[src/rtl/mul_iter_multi.sv]
// Iterative multiplier retiring STEP multiplier bits per cycle for MUL/MULH/MULHSU/MULHU.
// It has a valid/ready request and result, carries a tag through, and can be flushed mid-operation.
module mul_iter_multi #(
    parameter int XLEN  = 32,
    parameter int STEP  = 2,
    parameter int TAG_W = 5
) (
    input  logic             clk,
    input  logic             rst,
    input  logic             flush,
    input  logic             in_valid,
    output logic             in_ready,
    input  logic [XLEN-1:0]  in_a,
    input  logic [XLEN-1:0]  in_b,
    input  logic [1:0]       in_op,
    input  logic [TAG_W-1:0] in_tag,
    output logic             out_valid,
    input  logic             out_ready,
    output logic [XLEN-1:0]  out_result,
    output logic [TAG_W-1:0] out_tag,
    output logic             busy
);
    localparam int NCH = XLEN / STEP;
    localparam int CW  = (NCH > 1) ? $clog2(NCH) : 1;
    localparam int AW  = 2 * XLEN + 1;

    typedef enum logic [1:0] {S_IDLE, S_RUN, S_DONE} state_t;

    state_t            state_q, state_d;
    logic [XLEN:0]     a_q, a_d;
    logic [XLEN:0]     b_q, b_d;
    logic [1:0]        op_q, op_d;
    logic [TAG_W-1:0]  tag_q, tag_d;
    logic [AW-1:0]     acc_q, acc_d;
    logic [CW-1:0]     cnt_q, cnt_d;
    logic [XLEN-1:0]   result_q, result_d;
    logic [TAG_W-1:0]  out_tag_q, out_tag_d;

    logic [STEP-1:0]   chunk;
    logic              top_neg;
    logic [AW-1:0]     a_ext;
    logic [AW-1:0]     pp;
    logic [AW-1:0]     acc_run;
    logic [AW-1:0]     term [STEP];

    assign in_ready   = (state_q == S_IDLE) & ~flush;
    assign busy       = (state_q != S_IDLE);
    assign out_valid  = (state_q == S_DONE);
    assign out_result = result_q;
    assign out_tag    = out_tag_q;

    // Chunks are consumed MSB-first (Horner form), so the signed top chunk comes first.
    assign chunk   = STEP'(b_q[XLEN-1:0] >> (32'(cnt_q) * STEP));
    assign top_neg = b_q[XLEN] & (cnt_q == CW'(NCH - 1));
    assign a_ext   = {{XLEN{a_q[XLEN]}}, a_q};

    generate
        for (genvar gi = 0; gi < STEP; gi++) begin : g_term
            assign term[gi] = chunk[gi] ? (a_ext << gi) : '0;
        end
    endgenerate

    always_comb begin
        pp = '0;
        for (int j = 0; j < STEP; j++) begin
            // A negative signed b gives its bit XLEN-1 a weight of -2^(XLEN-1).
            if (j == STEP - 1 && top_neg)
                pp = pp - term[j];
            else
                pp = pp + term[j];
        end
        acc_run = (acc_q << STEP) + pp;
    end

    always_comb begin
        state_d   = state_q;
        a_d       = a_q;
        b_d       = b_q;
        op_d      = op_q;
        tag_d     = tag_q;
        acc_d     = acc_q;
        cnt_d     = cnt_q;
        result_d  = result_q;
        out_tag_d = out_tag_q;
        if (flush) begin
            state_d = S_IDLE;
        end else begin
            case (state_q)
                S_IDLE: begin
                    if (in_valid) begin
                        a_d     = {(in_op != 2'b11) & in_a[XLEN-1], in_a};
                        b_d     = {~in_op[1] & in_b[XLEN-1], in_b};
                        op_d    = in_op;
                        tag_d   = in_tag;
                        acc_d   = '0;
                        cnt_d   = CW'(NCH - 1);
                        state_d = S_RUN;
                    end
                end
                S_RUN: begin
                    acc_d = acc_run;
                    if (cnt_q == '0) begin
                        state_d   = S_DONE;
                        result_d  = (op_q == 2'b00) ? acc_run[XLEN-1:0] : acc_run[2*XLEN-1:XLEN];
                        out_tag_d = tag_q;
                    end else begin
                        cnt_d = cnt_q - CW'(1);
                    end
                end
                S_DONE: begin
                    if (out_ready)
                        state_d = S_IDLE;
                end
                default: state_d = S_IDLE;
            endcase
        end
    end

    always_ff @(posedge clk) begin
        if (rst) begin
            state_q   <= S_IDLE;
            a_q       <= '0;
            b_q       <= '0;
            op_q      <= '0;
            tag_q     <= '0;
            acc_q     <= '0;
            cnt_q     <= '0;
            result_q  <= '0;
            out_tag_q <= '0;
        end else begin
            state_q   <= state_d;
            a_q       <= a_d;
            b_q       <= b_d;
            op_q      <= op_d;
            tag_q     <= tag_d;
            acc_q     <= acc_d;
            cnt_q     <= cnt_d;
            result_q  <= result_d;
            out_tag_q <= out_tag_d;
        end
    end
endmodule
[config.mk]
export PLATFORM = sky130hd
export DESIGN_NAME = mul_iter_multi
export DESIGN_NICKNAME = d
export VERILOG_FILES = /design/src/rtl/mul_iter_multi.sv
export SDC_FILE = /design/constraint.sdc
export NUM_CORES = 1
export LEC_CHECK = 0
export ABC_AREA = 1
export CORE_MARGIN = 3
export CORE_UTILIZATION = 35
export CTS_CLUSTER_DIAMETER = 100
export DETAILED_ROUTE_END_ITERATION = 6
export GPL_TIMING_DRIVEN = 0
export PLACE_DENSITY = 0.61
export SETUP_SLACK_MARGIN = 0.15
export SLEW_MARGIN = 15
export SYNTH_ARGS = -nofsm -noshare
export SYNTH_HDL_FRONTEND = slang
export SYNTH_SLANG_ARGS = --single-unit
[constraint.sdc]
create_clock -name clk -period 7.3 [get_ports clk]
set_input_delay 1.46 -clock clk [delete_from_list [all_inputs] [get_ports clk]]
set_output_delay 1.46 -clock clk [all_outputs]
set_load 0.005 [all_outputs]
**After elaboration in Yosys (flattened, before gate mapping)**

Cells that the tools add are included.

- Word-level logic and storage cells: 52
- Input port bits: 76
- Flip-flop bits (word level): 178
- Output and inout bits: 40

- Shift operators: 1
- Bitwise gates (word level): 6
- Equality and inequality tests: 8
- Reduce and logical (&&, ||, !) cells: 11
- Muxes and demuxes: 13
- Add/subtract/negate cells: 4

Operators with widths:

| kind | count |
|---|---|
| 64-bit 2-to-1 mux | 3 |
| 64-bit adder | 2 |
| 62-bit one-hot mux with 2 select lines | 1 |
| 64-bit subtractor | 1 |
| 62-bit 2-to-1 mux | 1 |
| 32-bit 2-to-1 mux | 1 |
| 32-bit by 5-bit >> shifter with 2-bit output | 1 |
| 3-bit AND reduction | 4 |
| 4-bit 2-to-1 mux | 2 |
| 2-bit != test, second input constant | 4 |
| 4-bit one-hot mux with 2 select lines | 1 |
| 2-bit 2-to-1 mux | 3 |
| 2-bit one-hot mux with 3 select lines | 1 |
| 1-bit AND | 4 |
| 4-bit == test, second input constant | 1 |
| 2-bit zero test | 2 |
| 4-bit zero test | 1 |
| 4-bit AND reduction | 1 |
| 2-bit nonzero test | 2 |
| 4-bit by 1-bit subtractor with 4-bit output, second input constant | 1 |
| 2-bit by 1-bit == test with 1-bit output, second input constant | 1 |
| 2-bit == test, second input constant | 1 |
| 2-bit by 1-bit != test with 1-bit output, second input constant | 1 |
| 1-bit inverter | 2 |
| 2-bit OR reduction | 1 |

**Logic depth before layout (Yosys ltp)**

Gate-level depths: netlist of the first run.

- Depth in word-level cells: 6
- Gate-level depth with buffers: 48
- Gate-level depth less buffers: 47

**Worst setup path after synthesis of the first run**

Ideal clock, no wire load.

- Path type: register to register
- From: reg cnt_q[0]
- To: reg result_q[30] (netlist: out_result[30])
- Clock period less this slack: 5.750 ns
- Path slack: 1.550 ns
- Library setup time: 0.119 ns
- Cell stages (with the launch flop): 47
- Arrival time: 5.630 ns
- Buffers on the path: 1
- Data required time: 7.181 ns
- Path through: dfxtp_1 inv_2 buf_6 nand2_1 nand3_1 nand3_1 nand3_2 nand2_4 inv_6 nor2_2 inv_1 ha_1 nand3_1 nor2_1 nor2_1 xor2_1 inv_1 ha_1 (+11 left out) nand2_1 xor2_1 ha_1 nand2_1 nor2_1 inv_1 nor2_1 and3_1 nand3_1 nand3_1 inv_1 o21ai_0 nand2_1 nand2_1 a21oi_1 or2_2 nand3_1 a21oi_1

- Longest elaborated chain between the ends: 6
- Elaborated cells between the ends (all ways): 12
- Those cells by class: add/sub (3); eq/ne (1); shift (1); mux (4); bitwise (1); reduce/logical (2)

Ends and longest elaborated chain:

| what | RTL line | text |
|---|---|---|
| start: declaration | 35 | `logic [CW-1:0] cnt_q, cnt_d;` |
| start signal: assignment | 137 | `cnt_q <= cnt_d;` |
| 32-bit by 5-bit >> shifter with 2-bit output | 53 | `assign chunk = STEP'(b_q[XLEN-1:0] >> (32'(cnt_q) * STEP));` |
| 64-bit 2-to-1 mux | 59 | `assign term[gi] = chunk[gi] ? (a_ext << gi) : '0;` |
| 64-bit adder or 64-bit subtractor (tied branches) | 70, 68 |  |
| 64-bit 2-to-1 mux | 67 | `if (j == STEP - 1 && top_neg)` |
| 64-bit adder | 72 | `acc_run = (acc_q << STEP) + pp;` |
| 32-bit 2-to-1 mux | 104 | `result_d = (op_q == 2'b00) ? acc_run[XLEN-1:0] : acc_run[2*XLEN-1:XLEN];` |
| end signal: assignment | 138 | `result_q <= result_d;` |
| end: declaration | 36 | `logic [XLEN-1:0] result_q, result_d;` |

Parallel ways exist; a longest one is shown, timed or not.
A chain may end at the register's enable or synchronous reset.

**Final worst setup path of the first run**

- From: reg cnt_q[0]
- To: reg result_q[25] (netlist: out_result[25])

Same word-level chain as after synthesis.

==> summary.md, run 1 <==
* status: finished clean
* Clk Latency, worst-skew pair: 0.48 ns
* Slowest Stage Delay on Critical Path: 0.39 ns
* vias in the first global route: 16.9k
* CTS tree: yes
* net count of the finished layout: 2949
* Setup Viol. Count Final: 0
* leakage power: 8.67 nW
* number of instances in the placed design: 3309
* Reg clk slew, reported paths: 0.09 ns
* Setup Slack @ Placement: -0.566 ns
* number of fill cells: 4827
* H-tree levels: 4
* signal arrival time at the worst endpoint: 7.10 ns
* Pwr Density: 266 nW/µm²
* Post-Synthesis Cell Area: 16200 µm²
* Max-Slew Margin vs Limit: 39.4%
* share of flip-flops with an asynchronous set or reset: 0%
* top_reg_cell synth: sky130_fd_sc_hd__dfxtp_1
* DRC marker count from the first detailed-route iteration: 1435
* Maximum Capacitance Violations: 0
* Placement Rows: 78
* last weighted congestion value of the routability-driven placer: 0.963
* Total Neg Setup Slack: 0 ns
* Hold Crit Class: flip-flop to flip-flop
* DRC: 0
* drt first pass iters: 7
* mean instance size in the synthesized netlist: 6.24 µm²
* Post-Syn Nets: 2803
* yosys warns: 0
* detailed placement HPWL: 51500 µm
* post-synthesis cell type count: 53
* detailed-route wire length per cell: 18.4 µm
* Fin Clk Skew: 0.0158 ns
* Finished Layout Cells: 3355
* maximum fanout along the worst path: 10
* number of antenna-violating nets in the routed design: 0
* maximum number of pins on one net before global-route repair: 32
* final count of hold timing violations: 0
* CP Buf/Inv Count: 4
* antenna violations before repair: 1
* sequential share of the synthesized area: 22.0%
* number of buffers on the longest clock path: 2
* area of the multi-input gates: 11600 µm²
* fraction of the cycle the final worst path needs: 92.6%
* Critical Path Most Common Cell: sky130_fd_sc_hd__nand2_1
* number of synthesized register bits: 178
* Max IR drop VDD: 0.166 mV
* area of the core region: 45600 µm²
* setup repair after global routing missed its margin: true
* first-pass GRT wire length: 94800 µm
* placed instance area: 18100 µm²
* Max Transition Viols Final: 0
* GR Overflow Total: 0
* number of port buffers: 114
* critical path's top delay family: simple AND/OR/NAND/NOR gates
* overall routing resource usage: 24.3%
* hold bufs inserted after CTS: 0
* required time at the endpoint of the critical path: 7.64 ns
* routed wire length: 61800 µm
* Die W: 221 µm
* critical path capture point type: flip-flop
* slowest stage cell, crit path: sky130_fd_sc_hd__ha_2
* area overhead of the layout relative to synthesis: 20.0%
* count of mapped cells out of synthesis: 2595
* EDFF count, synth: 0
* share of layout cells above drive strength 1: 7.66%
* final worst-path setup slack: 0.538 ns
* vias after detailed routing: 17.8k
* total die area: 48900 µm²
* clock buffer count from CTS: 17
* flip-flop and latch area: 3560 µm²
* vertical die dimension: 221 µm
* transition time at the pin with the least slew margin: 0.910 ns
* kind of launch point of the worst setup path: flip-flop
* hold slack final: 0.457 ns
* maximum clock frequency: 0.148 GHz
* final critical path time including I/O delays and setup: 6.76 ns
* root buffer cell: sky130_fd_sc_hd__clkbuf_16
* number of I/O pins: 116
* area of all placed cells without fillers: 19400 µm²
* initial standard-cell utilization of the core: 35.5%
* clock sinks: 178
* Avg Vias per Cell: 5.32
* startpoint-to-endpoint class of the critical path: flip-flop to flip-flop
-- worst paths after layout --
kind	startpoint	endpoint	slack, ns	cells past startpoint
worst max-delay path	cnt_q[0]$_SDFFE_PP0P_	out_result[25]$_SDFFE_PP0P_	0.54	41
worst max register to register	cnt_q[0]$_SDFFE_PP0P_	out_result[25]$_SDFFE_PP0P_	0.54	41
worst min register to register	b_q[17]$_SDFFE_PP0P_	b_q[17]$_SDFFE_PP0P_	0.46	2
worst min-delay path	b_q[17]$_SDFFE_PP0P_	b_q[17]$_SDFFE_PP0P_	0.46	2
-- flip-flops by register name, summed over array words and instances (netlist names) --
| register | count |
|---|---|
| a_q | 33 |
| acc_q | 62 |
| b_q | 33 |
| out_tag | 5 |
| cnt_q | 4 |
| tag_q | 5 |
| out_result | 32 |
| op_q | 2 |
| state_q | 2 |
-- cells by family (layout without fill, tap and decap cells) --
kind of cell	count (synthesis)	after routing	synth area share, %
buf+inv	430	589	10.2
other cells	0	1	0
simple gates	1005	1005	25.5
xor+xnor	141	141	7.62
compound gates	709	709	24.4
fa+ha+maj	132	132	10.2
flops	178	178	22.0
-- worst reg2reg max path, delay by kind of cell (launching register included) --
family | cells | cell delay (ns)
AOI/OAI and AO/OA | 8 | 1.14
xor gates and xnor gates | 2 | 0.47
adders and majority gates | 2 | 0.67
buffers and inverters | 4 | 0.51
DFF | 1 | 0.38
and+or+nand+nor | 25 | 3.45
-- Yosys cell counts, drive strengths merged (10+ instances only) --
cell type / number / area [µm²]
nand2: 524 / 1980
inv: 350 / 1320
a21oi: 341 / 1710
nor2: 307 / 1170
o21ai: 220 / 1100
dfxtp: 178 / 3560
ha: 131 / 1640
xor2: 101 / 885
nand3: 93 / 485
clkbuf: 64 / 240
a31oi: 46 / 288
xnor2: 40 / 350
nor3: 35 / 196
o211ai: 21 / 158
nand4: 18 / 119
a21o: 15 / 113
buf: 15 / 97.6
o31ai: 15 / 163
o21bai: 14 / 105
or2: 11 / 68.8
nor4: 10 / 62.6
-- per-layer routing --
| metal | routed length [µm] | track usage, % | vias up |
|---|---|---|---|
| li1 | - | - | 8890 |
| met1 | 28100 | 32.9 | 8391 |
| met2 | 29000 | 40.9 | 491 |
| met3 | 3110 | 3.25 | 74 |
| met4 | 1600 | 6.31 | 0 |
| met5 | 0 | 0 | - |
-- cell usage in the layout, fill, tap and decap left out, types with 14 or more instances in the layout --
cell                              synthesis  routed
sky130_fd_sc_hd__clkbuf_1                64      60
sky130_fd_sc_hd__nor2_2                   9      14
sky130_fd_sc_hd__o21ai_0                215     197
sky130_fd_sc_hd__ha_1                   131     112
sky130_fd_sc_hd__nor2_1                 298     290
sky130_fd_sc_hd__nand3_1                 89      82
sky130_fd_sc_hd__a31oi_1                 46      43
sky130_fd_sc_hd__a21oi_2                  0      15
sky130_fd_sc_hd__inv_1                  346     343
sky130_fd_sc_hd__clkbuf_16                0      17
sky130_fd_sc_hd__nand2_1                520     516
sky130_fd_sc_hd__xor2_1                 101      93
sky130_fd_sc_hd__nor3_1                  32      30
sky130_fd_sc_hd__nand4_1                 17      17
sky130_fd_sc_hd__clkdlybuf4s50_1          0     114
sky130_fd_sc_hd__a21oi_1                341     325
sky130_fd_sc_hd__o211ai_1                21      21
sky130_fd_sc_hd__xnor2_1                 40      33
sky130_fd_sc_hd__a21o_1                  15      15
sky130_fd_sc_hd__buf_4                    1      14
sky130_fd_sc_hd__dfxtp_1                178     177
sky130_fd_sc_hd__ha_2                     0      14
-- stage by stage --
stage | power (W) | util (%)
2_1_floorplan | 0.00300 | -
3_3_place_gp | 0.00395 | 39.7
3_5_place_dp | 0.00396 | 39.7
4_1_cts | 0.00499 | 41.3
5_1_grt | 0.00550 | 42.6
6_report | 0.00518 | 42.7
-- what timing repair did --
item                                    in CTS  in global routing
gates resized for setup                     24                123
buffers inserted                             2                 11
pin swaps                                    0                 17
endpoints found under the setup margin      45                 63
-- power by group --
part	leakage, nW	total, W	switching, W	internal, W
sequential	1.45	0.00106	0.0000335	0.00103
combinational	6.91	0.00310	0.00210	0.00100
clock	0.308	0.00101	0.000507	0.000501
-- cell type report --
cell class | count | share of cell area (%)
antenna | 1 | 0.0129
buffer | 79 | 1.78
clock buffer | 17 | 2.19
clock inverter | 15 | 1.09
inverter | 351 | 6.85
multi-input combinational | 1987 | 59.5
sequential | 178 | 18.3
tap | 600 | 3.86
timing repair buffer | 127 | 6.37
Note: power is estimated with default switching activity, not from simulation.
==> run 2, diff against run 1 <==
--- a/config.mk
+++ b/config.mk
@@ -11,7 +11,7 @@
 export CTS_CLUSTER_DIAMETER = 100
 export DETAILED_ROUTE_END_ITERATION = 6
 export GPL_TIMING_DRIVEN = 0
-export PLACE_DENSITY = 0.61
+export PLACE_DENSITY = 0.51
 export SETUP_SLACK_MARGIN = 0.15
 export SLEW_MARGIN = 15
 export SYNTH_ARGS = -nofsm -noshare
==> run 2 against run 1 <==
Via count decreased by 1.4%; highest routed layer is now met5; global-route usage up 1.1 points; critical endpoint is now out_result[23]$_SDFFE_PP0P_; final cell count barely moved; clock skew grew 0.0064 ns; non-clock buffer count is 4 higher; cell area about the same; count of clock-buffer cells in the layout rose by 2.
==> summary.md, run 2 (synthesis gave the netlist of run 1 again) <==
* status: finished clean
* kind of launch point of the worst setup path: flip-flop
* hold worst-path end: b_q[21]$_SDFFE_PP0P_
* Pwr Density: 265 nW/µm²
* setup slack on the worst flop-to-flop path: 0.52 ns
* Fin Clk Skew: 0.0221 ns
* share of layout cells above drive strength 1: 7.80%
* Clk Latency, worst-skew pair: 0.50 ns
* Max IR drop VDD: 0.227 mV
* final critical path time including I/O delays and setup: 6.78 ns
* Placement Rows: 78
* number of buffers on the longest clock path: 2
* transition time at the pin with the least slew margin: 1.01 ns
* Reg clk slew, reported paths: 0.08 ns
* number of port buffers: 114
* overall routing resource usage: 25.4%
* capture instance of the worst register-to-register path: out_result[23]$_SDFFE_PP0P_
* root buffer cell: sky130_fd_sc_hd__clkbuf_16
* Most flops, register: acc_q
* Hold Crit Class: flip-flop to flip-flop
* leakage power: 8.68 nW
* vias after detailed routing: 17.6k
* Setup Viol. Count Final: 0
* Avg Vias per Cell: 5.24
* drt first pass iters: 6
* max reg flops: 62
* routed wire length: 63700 µm
* clock sinks: 178
* placed instance area: 18100 µm²
* required time at the endpoint of the critical path: 7.66 ns
* registers with the most flip-flops: acc_q x62, a_q x33, b_q x33
* number of antenna-violating nets in the routed design: 0
* Worst R2R Start: cnt_q[0]$_SDFFE_PP0P_
* clock buffer count from CTS: 17
* maximum number of pins on one net before global-route repair: 32
* DRC: 0
* setup repair after global routing missed its margin: true
* total die area: 48900 µm²
* Finished Layout Cells: 3357
* Maximum Capacitance Violations: 0
* number of instances in the placed design: 3309
* Critical Path Most Common Cell: sky130_fd_sc_hd__nand2_1
* signal arrival time at the worst endpoint: 7.14 ns
* DRC marker count from the first detailed-route iteration: 1193
* number of I/O pins: 116
* vertical die dimension: 221 µm
* initial standard-cell utilization of the core: 35.5%
* cells on worst reg2reg path: 41
* GR Overflow Total: 0
* maximum fanout along the worst path: 10
* final count of hold timing violations: 0
* hold path start: b_q[21]$_SDFFE_PP0P_
* detailed placement HPWL: 53100 µm
* fraction of the cycle the final worst path needs: 92.9%
* area of the core region: 45600 µm²
* last weighted congestion value of the routability-driven placer: 0.945
* most common cell after layout, fill and taps aside: sky130_fd_sc_hd__nand2_1
* critical path capture point type: flip-flop
* startpoint-to-endpoint class of the critical path: flip-flop to flip-flop
* Slowest Stage Delay on Critical Path: 0.40 ns
* slowest stage cell, crit path: sky130_fd_sc_hd__ha_2
* area of all placed cells without fillers: 19400 µm²
* Die W: 221 µm
* H-tree levels: 4
* antenna cells: 0
* total design power: 0.00515 W
* Max Transition Viols Final: 0
* Hold Path Cell Cnt: 2
* net count of the finished layout: 2953
* maximum clock frequency: 0.148 GHz
* CTS tree: yes
* area overhead of the layout relative to synthesis: 19.9%
* detailed-route wire length per cell: 19.0 µm
* Max-Slew Margin vs Limit: 32.9%
* hold slack final: 0.455 ns
* antenna violations before repair: 2
* first-pass GRT wire length: 97000 µm
* Total Neg Setup Slack: 0 ns
* vias in the first global route: 17.0k
* commonest cells after routing, fill and taps aside: sky130_fd_sc_hd__nand2_1, sky130_fd_sc_hd__inv_1, sky130_fd_sc_hd__a21oi_1
-- run 2: cell count changes in the layout (fill, tap and decap cells not counted), sizes merged --
cell      delta
buf          +3
clkbuf       +3
diode        -1
inv          +1
clkinv       -5
clkinvlp     +1
-- run 2: worst max path at each step --
stage / startpoint / to / slack [ns] / cells after the start
after detailed placement: cnt_q[0]$_SDFFE_PP0P_ / out_result[22]$_SDFFE_PP0P_ / -0.79 / 35
after CTS: cnt_q[0]$_SDFFE_PP0P_ / out_result[23]$_SDFFE_PP0P_ / 0.18 / 43
final: cnt_q[0]$_SDFFE_PP0P_ / out_result[23]$_SDFFE_PP0P_ / 0.52 / 41
after global placement: cnt_q[0]$_SDFFE_PP0P_ / out_result[22]$_SDFFE_PP0P_ / -0.85 / 35
after floorplan: cnt_q[0]$_SDFFE_PP0P_ / out_result[30]$_SDFFE_PP0P_ / 1.55 / 46
after global routing: cnt_q[0]$_SDFFE_PP0P_ / out_result[25]$_SDFFE_PP0P_ / 0.10 / 42
-- run 2: routing by layer --
metal | wire [µm] | global-route usage [%] | vias to the layer above
li1 | - | - | 8910
met2 | 29700 | 42.3 | 388
met5 | 23 | 0 | -
met4 | 2050 | 8.50 | 4
met1 | 29100 | 33.2 | 8210
met3 | 2920 | 4.55 | 76
-- run 2: power by group --
group | leakage [nW] | switching (W) | internal, W
Clock | 0.288 | 0.000463 | 0.000491
Sequential | 1.45 | 0.0000336 | 0.00103
Combinational | 6.94 | 0.00214 | 0.000999
-- run 2: final cells by class --
| type | count | area [µm²] |
|---|---|---|
| repair buffers | 131 | 1270 |
| clock buffers | 19 | 443 |
| flip-flops and latches | 178 | 3560 |
| clock inverters | 12 | 138 |
| multi-input cells | 1987 | 11600 |
| inverters | 351 | 1330 |
| plain buffers | 79 | 355 |
| fillers | 5014 | 26100 |
| well taps | 600 | 751 |
-- run 2: critical path, delay by kind of cell (launching register included) --
family                   cells  cell delay [ns]
AO/OA/AOI/OAI                9             1.60
flip-flops                   1             0.36
XOR/XNOR                     2             0.45
adder cells (fa/ha/maj)      2             0.68
AND/OR/NAND/NOR             22             2.85
buffers and inverters        6             0.66
-- run 2: stage by stage --
step | setup slack [ns] | util, %
2_1_floorplan | 1.55 | -
3_3_place_gp | -0.846 | 39.7
3_5_place_dp | -0.793 | 39.7
4_1_cts | 0.183 | 41.3
5_1_grt | 0.105 | 42.6
6_report | 0.522 | 42.6
-- run 2: what timing repair did --
action	CTS	global route
hold buffers	0	0
resized for setup	35	117
buffers inserted	4	13
gates cloned	0	0
pin swaps	4	22
setup endpoints to repair	57	59
==> run 3, diff against run 2 <==
--- a/config.mk
+++ b/config.mk
@@ -6,6 +6,7 @@
 export NUM_CORES = 1
 export LEC_CHECK = 0
 export ABC_AREA = 1
+export CAP_MARGIN = 20
 export CORE_MARGIN = 3
 export CORE_UTILIZATION = 35
 export CTS_CLUSTER_DIAMETER = 100
==> run 3 against run 2 <==
Power is 0.42% lower; setup slack improved by 0.028 ns; clock power down 2%; global-route usage is essentially flat; largest power group unchanged; highest routed layer unchanged.
==> summary.md, run 3 (synthesis gave the netlist of run 1 again) <==
* Clk Latency, worst-skew pair: 0.49 ns
* final worst-path setup slack: 0.550 ns
* most common cell after layout, fill and taps aside: sky130_fd_sc_hd__nand2_1
* number of fill cells: 5013
* Maximum Capacitance Violations: 0
* GR Overflow Total: 0
* detailed-route wire length per cell: 19.0 µm
* setup repair after global routing missed its margin: true
* routed wire length: 63900 µm
* net count of the finished layout: 2951
* vias in the first global route: 17.0k
* Max-Slew Margin vs Limit: 36.7%
* last weighted congestion value of the routability-driven placer: 0.945
* hold worst-path end: b_q[13]$_SDFFE_PP0P_
* antenna cells: 0
* startpoint-to-endpoint class of the critical path: flip-flop to flip-flop
* first-pass GRT wire length: 97300 µm
* Total Neg Setup Slack: 0 ns
* clock sinks: 178
* cells on worst reg2reg path: 39
* hold slack final: 0.456 ns
* fraction of the cycle the final worst path needs: 92.5%
* initial standard-cell utilization of the core: 35.5%
* number of I/O pins: 116
* vertical die dimension: 221 µm
* final count of hold timing violations: 0
* maximum number of pins on one net before global-route repair: 20
* Fin Clk Skew: 0.0134 ns
* number of port buffers: 114
* capture instance of the worst register-to-register path: out_result[23]$_SDFFE_PP0P_
* maximum fanout along the worst path: 10
* hold bufs inserted after CTS: 0
* Slowest Stage Delay on Critical Path: 0.40 ns
* hold path start: b_q[13]$_SDFFE_PP0P_
* DRC: 0
* Pwr Density: 264 nW/µm²
* max reg flops: 62
* total design power: 0.00513 W
* transition time at the pin with the least slew margin: 0.950 ns
* kind of launch point of the worst setup path: flip-flop
* Hold Crit Class: flip-flop to flip-flop
* Reg clk slew, reported paths: 0.08 ns
* DRC marker count from the first detailed-route iteration: 1297
* Placement Rows: 78
* Die W: 221 µm
* Critical Path Most Common Cell: sky130_fd_sc_hd__a21oi_1
* signal arrival time at the worst endpoint: 7.11 ns
* Max IR drop VDD: 0.181 mV
* vias after detailed routing: 17.7k
* Worst R2R Start: cnt_q[0]$_SDFFE_PP0P_
* overall routing resource usage: 25.4%
* slowest stage cell, crit path: sky130_fd_sc_hd__dfxtp_2
* status: finished clean
* area of the core region: 45600 µm²
* area of all placed cells without fillers: 19500 µm²
* Hold Path Cell Cnt: 2
* setup slack on the worst flop-to-flop path: 0.55 ns
* maximum clock frequency: 0.148 GHz
* H-tree levels: 4
* required time at the endpoint of the critical path: 7.66 ns
* drt first pass iters: 5
* number of buffers on the longest clock path: 2
* total die area: 48900 µm²
* Avg Vias per Cell: 5.27
* Max Transition Viols Final: 0
* placed instance area: 18100 µm²
* CTS tree: yes
* clock buffer count from CTS: 17
* detailed placement HPWL: 53300 µm
* Setup Viol. Count Final: 0
* Most flops, register: acc_q
* leakage power: 8.69 nW
* critical path capture point type: flip-flop
* root buffer cell: sky130_fd_sc_hd__clkbuf_16
* Setup Slack @ Placement: -0.816 ns
* final critical path time including I/O delays and setup: 6.75 ns
* commonest cells after routing, fill and taps aside: sky130_fd_sc_hd__nand2_1, sky130_fd_sc_hd__inv_1, sky130_fd_sc_hd__a21oi_1
* registers with the most flip-flops: acc_q x62, a_q x33, b_q x33
* antenna violations before repair: 3
* share of layout cells above drive strength 1: 8.06%
* number of antenna-violating nets in the routed design: 0
* area overhead of the layout relative to synthesis: 20.1%
## run 3: cell types whose count changed in the layout (fill, tap and decap cells not counted), moves of 3 or more
| cell | before | now |
|---|---|---|
| sky130_fd_sc_hd__a21oi_1 | 327 | 324 |
| sky130_fd_sc_hd__a21oi_2 | 13 | 16 |
| sky130_fd_sc_hd__a31oi_1 | 43 | 40 |
| sky130_fd_sc_hd__a31oi_2 | 2 | 5 |
## run 3: where the power goes
| group | switching, W | internal (W) | total, W |
|---|---|---|---|
| sequential | 0.0000339 | 0.00103 | 0.00106 |
| combinational | 0.00213 | 0.000996 | 0.00313 |
| clock | 0.000476 | 0.000462 | 0.000938 |
| total | 0.00264 | 0.00249 | 0.00513 |
## run 3: final cells by class
| cell class | count | area, µm² | share of cell area (%) |
|---|---|---|---|
| repair buffers | 129 | 1270 | 6.54 |
| clock buffers | 19 | 443 | 2.28 |
| clock inverters | 13 | 136 | 0.701 |
| plain buffers | 79 | 355 | 1.83 |
| inverters | 351 | 1330 | 6.83 |
| multi-input cells | 1987 | 11600 | 59.6 |
| flip-flops and latches | 178 | 3560 | 18.3 |
| well taps | 600 | 751 | 3.86 |
## run 3: layer usage
metal | routed length, µm | vias up | GRT usage [%]
li1 | - | 8898 | -
met4 | 1750 | 4 | 7.81
met1 | 28900 | 8277 | 33.4
met5 | 22 | - | 0
met3 | 3080 | 66 | 4.19
met2 | 30100 | 425 | 42.7
## run 3: stage by stage
stage               std cells  utilization, %
global route             3356            42.7
finish                   3356            42.7
CTS                      3346            41.4
global placement         3309            39.7
floorplan                2595               -
detailed placement       3310            39.8
## run 3: worst max path at each step
stage	startpoint	to
2_1_floorplan	cnt_q[0]$_SDFFE_PP0P_	out_result[30]$_SDFFE_PP0P_
3_3_place_gp	cnt_q[0]$_SDFFE_PP0P_	out_result[22]$_SDFFE_PP0P_
3_5_place_dp	cnt_q[0]$_SDFFE_PP0P_	out_result[22]$_SDFFE_PP0P_
4_1_cts	cnt_q[0]$_SDFFE_PP0P_	out_result[28]$_SDFFE_PP0P_
5_1_grt	cnt_q[0]$_SDFFE_PP0P_	out_result[23]$_SDFFE_PP0P_
6_report	cnt_q[0]$_SDFFE_PP0P_	out_result[23]$_SDFFE_PP0P_
## run 3: critical path, delay by kind of cell, from the launching register on
kind	cells	cell delay (ns)
simple gates	14	1.79
xor+xnor	2	0.41
compound gates	13	2.41
flops	1	0.40
buf+inv	7	0.64
fa+ha+maj	3	0.93
## run 3: timing repair
action,CTS,global route
setup endpoints to repair,57,57
pin swaps,3,16
cloned,0,0
buffers inserted,4,10
resized for setup,36,125
==> patch (flow settings as in run 1) <==
The 3 states of `state_t` get a one-hot encoding in 3 bits.
--- a/src/rtl/mul_iter_multi.sv
+++ b/src/rtl/mul_iter_multi.sv
@@ -25,5 +25,5 @@
     localparam int AW  = 2 * XLEN + 1;
 
-    typedef enum logic [1:0] {S_IDLE, S_RUN, S_DONE} state_t;
+    typedef enum logic [2:0] {S_IDLE = 3'b001, S_RUN = 3'b010, S_DONE = 3'b100} state_t;
 
     state_t            state_q, state_d;
Function: no difference found for any inputs over 10 cycles, from zero or initial values and one cycle with rst high; not proved beyond that.
==> patch against run 1 <==
Final area grew 3.4%; largest cell class unchanged; total power shrank 2.5%; wire length grew 0.59%; critical path type unchanged; synthesized area grew 0.73%; non-clock buffer count grew 17; core utilization grew 1.4 points; clock power shrank 6%; synthesized cell count grew 0.19%; maximum frequency shrank 1.6%; clock skew grew 0.0079 ns; worst setup slack lost 0.11 ns; via count grew 0.81%; sequential cell count grew 1.
==> patch: results (changes against run 1) <==
- Status: finished clean
- WP data arrival: 7.20 ns (+0.10 ns)
- Final nets: 2969 (+0.68%)
- Slowest-stage cell, CP: dfxtp_1
- Multi-input gate count: 1980 (-0.35%)
- Gr usage total: 0.240 (-0.00270)
- Setup bufs post-CTS: 3 (+1)
- Filler cells: 4935 (+2.2%)
- Clock network area share: 0.0295 (-0.00332)
- I/O Buffers: 115 (+0.88%)
- DP Area: 0.0182 mm^2 (+0.73%)
- M3 GR Usage: 0.0352 (+0.00272)
- Met1 wire length: 27.7 mm (-1.5%)
- Seq/Total Area, Yosys: 0.220 (-0.000375)
- Worst Tran Pin Value: 1.20 ns (+0.289 ns)
- Post-Synth XOR/XNOR Area: 0.0714 (-0.00485)
- Sequential Area: 0.00359 mm^2 (+0.60%)
- Non-clock inverter count: 360 (+2.6%)
- Clock Skew: 0.0237 ns (+0.00793 ns)
- Met1 GRT Util: 0.314 (-0.0146)
- Syn_nets: 2808 (+0.18%)
- GR Util met2: 0.406 (-0.00296)
- 1st-pass router iterations: 6 (-1)
- Routed len/inst: 18.4 um (about the same)
- Initial antenna violation count: 0 (-1)
- Max incr delay on CP: 0.30 ns (-0.09 ns)
- Layout cells sized above 1: 0.112 (+0.0355)
- CTS sink cnt: 179 (+0.56%)
==> patch: cell count changes after synthesis, moves of 9 or more <==
cell,delta
nand2_1,-18
o21ai_0,-10
o21ai_1,+14
xnor2_1,+9
nor2_1,-17
a21oi_1,+40
nor3_1,-9
a31oi_1,-18
xor2_1,-17
==> patch: worst paths after layout <==
path	depth (start not counted)	end	slack [ns]	from
worst min register to register	2	b_q[19]$_SDFFE_PP0P_	0.46	b_q[19]$_SDFFE_PP0P_
worst max-delay path	45	out_result[31]$_SDFFE_PP0P_	0.43	cnt_q[2]$_SDFFE_PP0P_
worst min-delay path	2	b_q[19]$_SDFFE_PP0P_	0.46	b_q[19]$_SDFFE_PP0P_
worst max register to register	45	out_result[31]$_SDFFE_PP0P_	0.43	cnt_q[2]$_SDFFE_PP0P_
==> patch: where the power goes <==
part | total, uW | internal (uW) | switching, uW
sequential | 1030 | 1010 | 18.0
combinational | 3070 | 983 | 2080
clock | 952 | 488 | 464
